File: config.mk
export PLATFORM = sky130hd
export DESIGN_NAME = mem_port_arb
export DESIGN_NICKNAME = d
export VERILOG_FILES = /design/src/rtl/mem_port_arb.sv
export SDC_FILE = /design/constraint.sdc
export NUM_CORES = 1
export LEC_CHECK = 0
export BUFFER_PORTS_ARGS = -buffer_cell sky130_fd_sc_hd__buf_2
export CORE_MARGIN = 1
export CORE_UTILIZATION = 39
export DETAILED_ROUTE_END_ITERATION = 6
export PLACE_DENSITY_LB_ADDON = 0.05
export SLEW_MARGIN = 5
export SYNTH_ARGS = -nofsm -noshare
export SYNTH_HDL_FRONTEND = slang
export SYNTH_SLANG_ARGS = --single-unit
File: constraint.sdc
create_clock -name clk -period 2 [get_ports clk]
set_clock_uncertainty 0.05 [all_clocks]
set_input_delay 0.4 -clock clk [delete_from_list [all_inputs] [get_ports clk]]
set_output_delay 0.4 -clock clk [all_outputs]
set_load 0.02 [all_outputs]
File: src/rtl/mem_port_arb.sv
// Fixed-priority arbiter sharing one multi-cycle memory between fetch (read) and data (read/write).
// Optional access watchdog with sticky err: define ARB_TIMEOUT_EN.
module mem_port_arb #(
    parameter int TIMEOUT = 15,
    parameter int CNT_W   = 4
) (
    input  logic        clk,
    input  logic        rst,
    input  logic        i_req,
    input  logic [15:0] i_addr,
    input  logic        d_req,
    input  logic        d_wr,
    input  logic [15:0] d_addr,
    input  logic [15:0] d_wdata,
    output logic        mem_en,
    output logic        mem_wr,
    output logic [15:0] mem_addr,
    output logic [15:0] mem_wdata,
    input  logic [15:0] mem_rdata,
    input  logic        mem_done,
    output logic [15:0] i_rdata,
    output logic        i_done,
    output logic [15:0] d_rdata,
    output logic        d_done,
    output logic        i_stall,
    output logic        d_stall,
    output logic        err
);

    typedef enum logic [1:0] {IDLE, D_ACC, I_ACC} state_e;

    localparam bit PARAM_OK = ((2 ** CNT_W) > TIMEOUT);
    if (!PARAM_OK) begin : g_bad_params
        $error("mem_port_arb: CNT_W too narrow for TIMEOUT");
    end

    state_e      state_q, state_d;
    logic        mem_en_q, mem_en_d;
    logic        mem_wr_q, mem_wr_d;
    logic [15:0] mem_addr_q, mem_addr_d;
    logic [15:0] mem_wdata_q, mem_wdata_d;
    logic        arbitrate, mask_d, mask_i;

`ifdef ARB_TIMEOUT_EN
    logic [CNT_W-1:0] cnt_q, cnt_d, cnt_inc;
    logic             err_q, err_d, timeout_hit;
    assign cnt_inc     = cnt_q + 1'b1;
    assign timeout_hit = (state_q != IDLE) && !mem_done && (cnt_inc == CNT_W'(TIMEOUT));
`endif

    always_comb begin
        // NOTE: every output of this block gets a default first, so no latch can be inferred.
        state_d     = state_q;
        mem_en_d    = mem_en_q;
        mem_wr_d    = mem_wr_q;
        mem_addr_d  = mem_addr_q;
        mem_wdata_d = mem_wdata_q;
        arbitrate   = 1'b0;
        mask_d      = 1'b0;
        mask_i      = 1'b0;

        // The port just served is masked for one cycle so the other side gets a turn.
        unique case (state_q)
            IDLE:    arbitrate = 1'b1;
            D_ACC:   if (mem_done) begin arbitrate = 1'b1; mask_d = 1'b1; end
            I_ACC:   if (mem_done) begin arbitrate = 1'b1; mask_i = 1'b1; end
            default: arbitrate = 1'b1;
        endcase

`ifdef ARB_TIMEOUT_EN
        if (timeout_hit) begin
            state_d     = IDLE;
            mem_en_d    = 1'b0;
            mem_wr_d    = 1'b0;
            mem_addr_d  = 16'h0000;
            mem_wdata_d = 16'h0000;
        end
`endif

        if (arbitrate) begin
            if (d_req && !mask_d) begin
                state_d     = D_ACC;
                mem_en_d    = 1'b1;
                mem_wr_d    = d_wr;
                mem_addr_d  = d_addr;
                mem_wdata_d = d_wdata;
            end else if (i_req && !mask_i) begin
                state_d     = I_ACC;
                mem_en_d    = 1'b1;
                mem_wr_d    = 1'b0;
                mem_addr_d  = i_addr;
                mem_wdata_d = 16'h0000;
            end else begin
                state_d     = IDLE;
                mem_en_d    = 1'b0;
                mem_wr_d    = 1'b0;
                mem_addr_d  = 16'h0000;
                mem_wdata_d = 16'h0000;
            end
        end

`ifdef ARB_TIMEOUT_EN
        err_d = err_q | timeout_hit;
        if (arbitrate && (state_d != IDLE)) begin
            cnt_d = '0;
        end else if (state_q != IDLE) begin
            cnt_d = cnt_inc;
        end else begin
            cnt_d = cnt_q;
        end
`endif
    end

    // NOTE: sequential state uses non-blocking assignments only; the reset is synchronous.
    always_ff @(posedge clk) begin
        if (rst) begin
            state_q     <= IDLE;
            mem_en_q    <= 1'b0;
            mem_wr_q    <= 1'b0;
            mem_addr_q  <= 16'h0000;
            mem_wdata_q <= 16'h0000;
        end else begin
            state_q     <= state_d;
            mem_en_q    <= mem_en_d;
            mem_wr_q    <= mem_wr_d;
            mem_addr_q  <= mem_addr_d;
            mem_wdata_q <= mem_wdata_d;
        end
    end

`ifdef ARB_TIMEOUT_EN
    always_ff @(posedge clk) begin
        if (rst) begin
            cnt_q <= '0;
            err_q <= 1'b0;
        end else begin
            cnt_q <= cnt_d;
            err_q <= err_d;
        end
    end
    assign err = err_q;
`else
    assign err = 1'b0;
`endif

    assign mem_en    = mem_en_q;
    assign mem_wr    = mem_wr_q;
    assign mem_addr  = mem_addr_q;
    assign mem_wdata = mem_wdata_q;

    // An access abandoned by reset must not report completion in the reset cycle.
    assign i_done  = mem_done & (state_q == I_ACC) & ~rst;
    assign d_done  = mem_done & (state_q == D_ACC) & ~rst;
    assign i_rdata = i_done ? mem_rdata : 16'h0000;
    assign d_rdata = (d_done & ~mem_wr_q) ? mem_rdata : 16'h0000;
    assign i_stall = i_req & ~i_done;
    assign d_stall = d_req & ~d_done;

endmodule

Word level (Yosys, flattened, before mapping)

Cells that the tools add are included.

Output and inout bits: 71
Input bits: 70
Register bits: 36
Word-level logic and storage cells: 37

Bitwise gates (word level): 11
Muxes and demuxes: 14
Equality and inequality tests: 2
Reductions and logical operators: 5

Operators with widths:

| cell                                                                   | count |
|---|---|
| 16-bit two-way mux                                                     | 5 |
| 1-bit bitwise AND                                                      | 7 |
| 1-bit two-way mux                                                      | 7 |
| 2-bit two-way mux                                                      | 2 |
| 1-bit NOT                                                              | 4 |
| 2-bit by 1-bit equality test with 1-bit output (second input constant) | 1 |
| 2-bit equality test (second input constant)                            | 1 |
| 1-bit logical AND                                                      | 2 |
| 1-bit logical NOT                                                      | 2 |
| 2-bit OR reduction                                                     | 1 |

Longest topological paths before layout

Depth after elaboration: 6
Mapped depth: 8
Depth with buffers taken out: 6

Worst setup path before layout

OpenSTA, ideal clock, no wires.

Path type: input -> output
Start: input mem_done
End: output i_rdata[10]
Buffers on the path: 3
Data arrival time: 1.494 ns
Required time: 1.550 ns
Stages on the path: 5
Slack: 0.056 ns
Path through: buf_2 > and3b_1 > buf_2 > clkbuf_1 > and2_1

Longest elaborated chain between the ends: 3

RTL lines:

| element                        | line | RTL |
|---|---|---|
| start, declared                | 20   | `input logic mem_done,` |
| 1-bit bitwise AND (2 in a row) | 152  | `assign i_done = mem_done & (state_q == I_ACC) & ~rst;` |
| named net i_done               | 22   | `output logic i_done,` |
| 16-bit two-way mux             | 154  | `assign i_rdata = i_done ? mem_rdata : 16'h0000;` |
| end, declared                  | 21   | `output logic [15:0] i_rdata,` |

The timed path passes the listed nets, and every way through them passes these cells.

Worst setup path in the final report

Start: register state_q[0]
End: output i_rdata[13]

Longest elaborated chain between the ends: 4

RTL lines:

| element                        | line | RTL |
|---|---|---|
| start, declared                | 37   | `state_e state_q, state_d;` |
| start signal, assigned         | 123  | `state_q <= state_d;` |
| 2-bit equality test            | 152  |  |
| 1-bit bitwise AND (2 in a row) | 152  |  |
| 16-bit two-way mux             | 154  |  |

Every way passes these cells.

==> flow_summary.ini <==
[yosys]
yosysTopAreaCell = dfxtp_1
synth_cells = 203
synthSimpleGateAreaFrac_pct = 27.4
synth.distinct_cells = 32
synth.top_cell.area_share_pct = 39.8
synth_nets = 275
synth-compound-area-share_pct = 20.5
synth_xor_area_share_pct = 0
yosysSeqAreaShare_pct = 39.8
yosys_register_bits = 36
synth_mux_area_share_pct = 4.42
yosys-top-cells-area = dfxtp_1 40%, and2_1 11%, a22oi_1 7.0%, mux2i_1 4.4%, nor2_1 4.3%
syn-mean-instance-area_um2 = 8.93
yosys.area_share.adder_pct = 1.38
synth_top_family_by_area = simple AND/OR/NAND/NOR gates
syn_area_um2 = 1810
yosysWarnings = 0

[grt]
grt_max_degree = 25
grt_pass1_vias = 1882
grt_pass1_wl_mm = 8.81
overflow = 0
track_usage_pct = 22.9
antenna_found_initial = 0

[clock_network]
tritoncts = built
path_clk_slew_ns = 0.08
clock_path_buffers = 2
cts-root-buf = clkbuf_8
cts_inserted_buffers = 5
cts.sinks = 36
htreeDepth = 2
worstSkewPairLatency_ns = 0.29

[routing]
dr.pass1.iters = 4
highest_layer = met4
postRouteAntennaNets = 0
vias = 2073
route.met3.wl_um = 416
drc = 0
wirelength_mm = 5.89
wl_met1_mm = 2.34
wl_per_cell_um = 14.8
viasPerCell = 5.21
drt_iter0_drc = 110
met2_length_mm = 3.05

[worst_hold_path]
hp-class = in -> reg

[timing]
drv_slew = 0
fin_crit_sh_pct = 98.6
hold_viol = 0
finalSetupTns_ns = 0
rsz0062_at_grt = true
setup_viol = 0
max_freq_ghz = 0.507
period_needed_ns = 1.97

[die]
row_count = 24
dieHeight_um = 70.2
dieArea_um2 = 4930
io_pins = 141
dieWidth_um = 70.2
start_util_pct = 41.1
coreArea_um2 = 4410

[placed_design]
dpl-instance-area_um2 = 2530
finalWeightedCongestion = 0.827
portBuffers = 139
hpwlAfterDp_mm = 3.92
dp_cells = 383

[layout]
final_area_um2 = 2870
final_common_cell = buf_2
final_cell_mix = 123 x buf_2, 34 x dfxtp_1, 20 x nor2_1
fin_cells = 398
area_growth_pct = 58.3
layout.nets = 417
fill_cells = 373
diodes = 0
drive_above_1_share_pct = 56.9

[setup_path]
cp-end-kind = primary output
critPathKind = reg -> out
required_ns = 1.55
cp_data_arrival_time_ns = 1.52
cp_max_fo = 6
cp-start-kind = flop

[run]
maxCapViolations = 0

[power_and_ir_drop]
total_power_uw = 1910
p_leak_uw = 0.00144
power.density_nw_per_um2 = 665
peakVddDrop_uv = 528

[status]
status = finished, final reports clean
==> power by group <==
group	leakage, µW	switching, µW	internal (µW)
Combinational	0.00109	279	205
Clock	0.0000541	266	369
Sequential	0.000296	24.4	767
==> worst paths after layout <==
check | startpoint | cells past startpoint | slack [ns] | endpoint
worst min register to register | state_q[1] | 2 | 0.44 | state_q[1]
worst max-delay path | state_q[0] | 5 | 0.03 | i_rdata[13]
worst max register to register | state_q[0] | 7 | 0.18 | mem_wr
worst min-delay path | d_addr[14] | 2 | 0.26 | mem_addr[14]
==> per-layer routing <==
| metal | global-route usage [%] | vias up |
|---|---|---|
| met2 | 42.1 | 97 |
| met1 | 25.9 | 971 |
| li1 | - | 997 |
| met3 | 6.06 | 8 |
| met5 | 0 | - |
| met4 | 6.44 | 0 |
==> area by class of cell <==
class / count / area (µm²) / share of cell area, %
clock inverters: 3 / 42.5 / 1.48
well taps: 52 / 65.1 / 2.27
clock buffers: 5 / 68.8 / 2.40
repair buffers: 151 / 893 / 31.1
flip-flops and latches: 36 / 723 / 25.2
inverters: 4 / 15.0 / 0.523
multi-input cells: 147 / 1060 / 37.0
==> cells in the mapped netlist <==
cell type / instances
o21ai_4: 1
a22oi_1: 17
buf_1: 1
or3b_2: 9
nand3_1: 9
nand3b_2: 1
nand2_1: 1
nor2_2: 1
ha_1: 2
buf_2: 5
clkbuf_1: 9
dfxtp_1: 36
nand3b_1: 1
and2_1: 33
o22ai_1: 1
conb_1: 1
nor2_4: 1
o2bb2ai_1: 7
buf_6: 2
mux2i_1: 8
nand2b_1: 1
o211ai_1: 9
nor2b_4: 1
nor2b_1: 3
a21oi_1: 4
a31oi_1: 9
o21a_1: 1
buf_4: 2
nor2_1: 21
inv_1: 4
and3b_1: 1
a22o_1: 1
==> cells by family after synthesis <==
| logic type | Yosys count |
|---|---|
| multiplexers | 8 |
| other | 1 |
| AND/OR/NAND/NOR | 83 |
| adder cells (fa/ha/maj) | 2 |
| flip-flops | 36 |
| AO/OA/AOI/OAI | 50 |
| buffers and inverters | 23 |
==> worst max-delay path: stages, from the launching register on <==
cell     delay (ns)
dfxtp_2        0.37
inv_1          0.06
ha_2           0.22
and3b_2        0.26
and2_1         0.17
buf_2          0.15
==> sequential cells by signal (all words and copies together), names as in the netlist <==
name	count
mem_addr	16
mem_en	1
state_q	2
mem_wdata	16
mem_wr	1
==> metrics by stage <==
stage                     util, %  worst slack, ns  hold slack [ns]
after floorplan                 -           0.0559            0.403
after global placement       57.4            0.128            0.417
after detailed placement     57.4            0.108            0.425
after CTS                    62.4         -0.00321            0.250
after global routing         65.0          -0.0684            0.238
final                        65.0           0.0285            0.257
==> what timing repair did <==
action	4_1_cts	5_1_grt
hold buffers	0	0
setup buffers	2	1
pin swaps	2	17
gates resized for setup	31	30
endpoints found under the setup margin	34	39
gates cloned	2	2
Note: power is estimated with default switching activity, not from simulation.
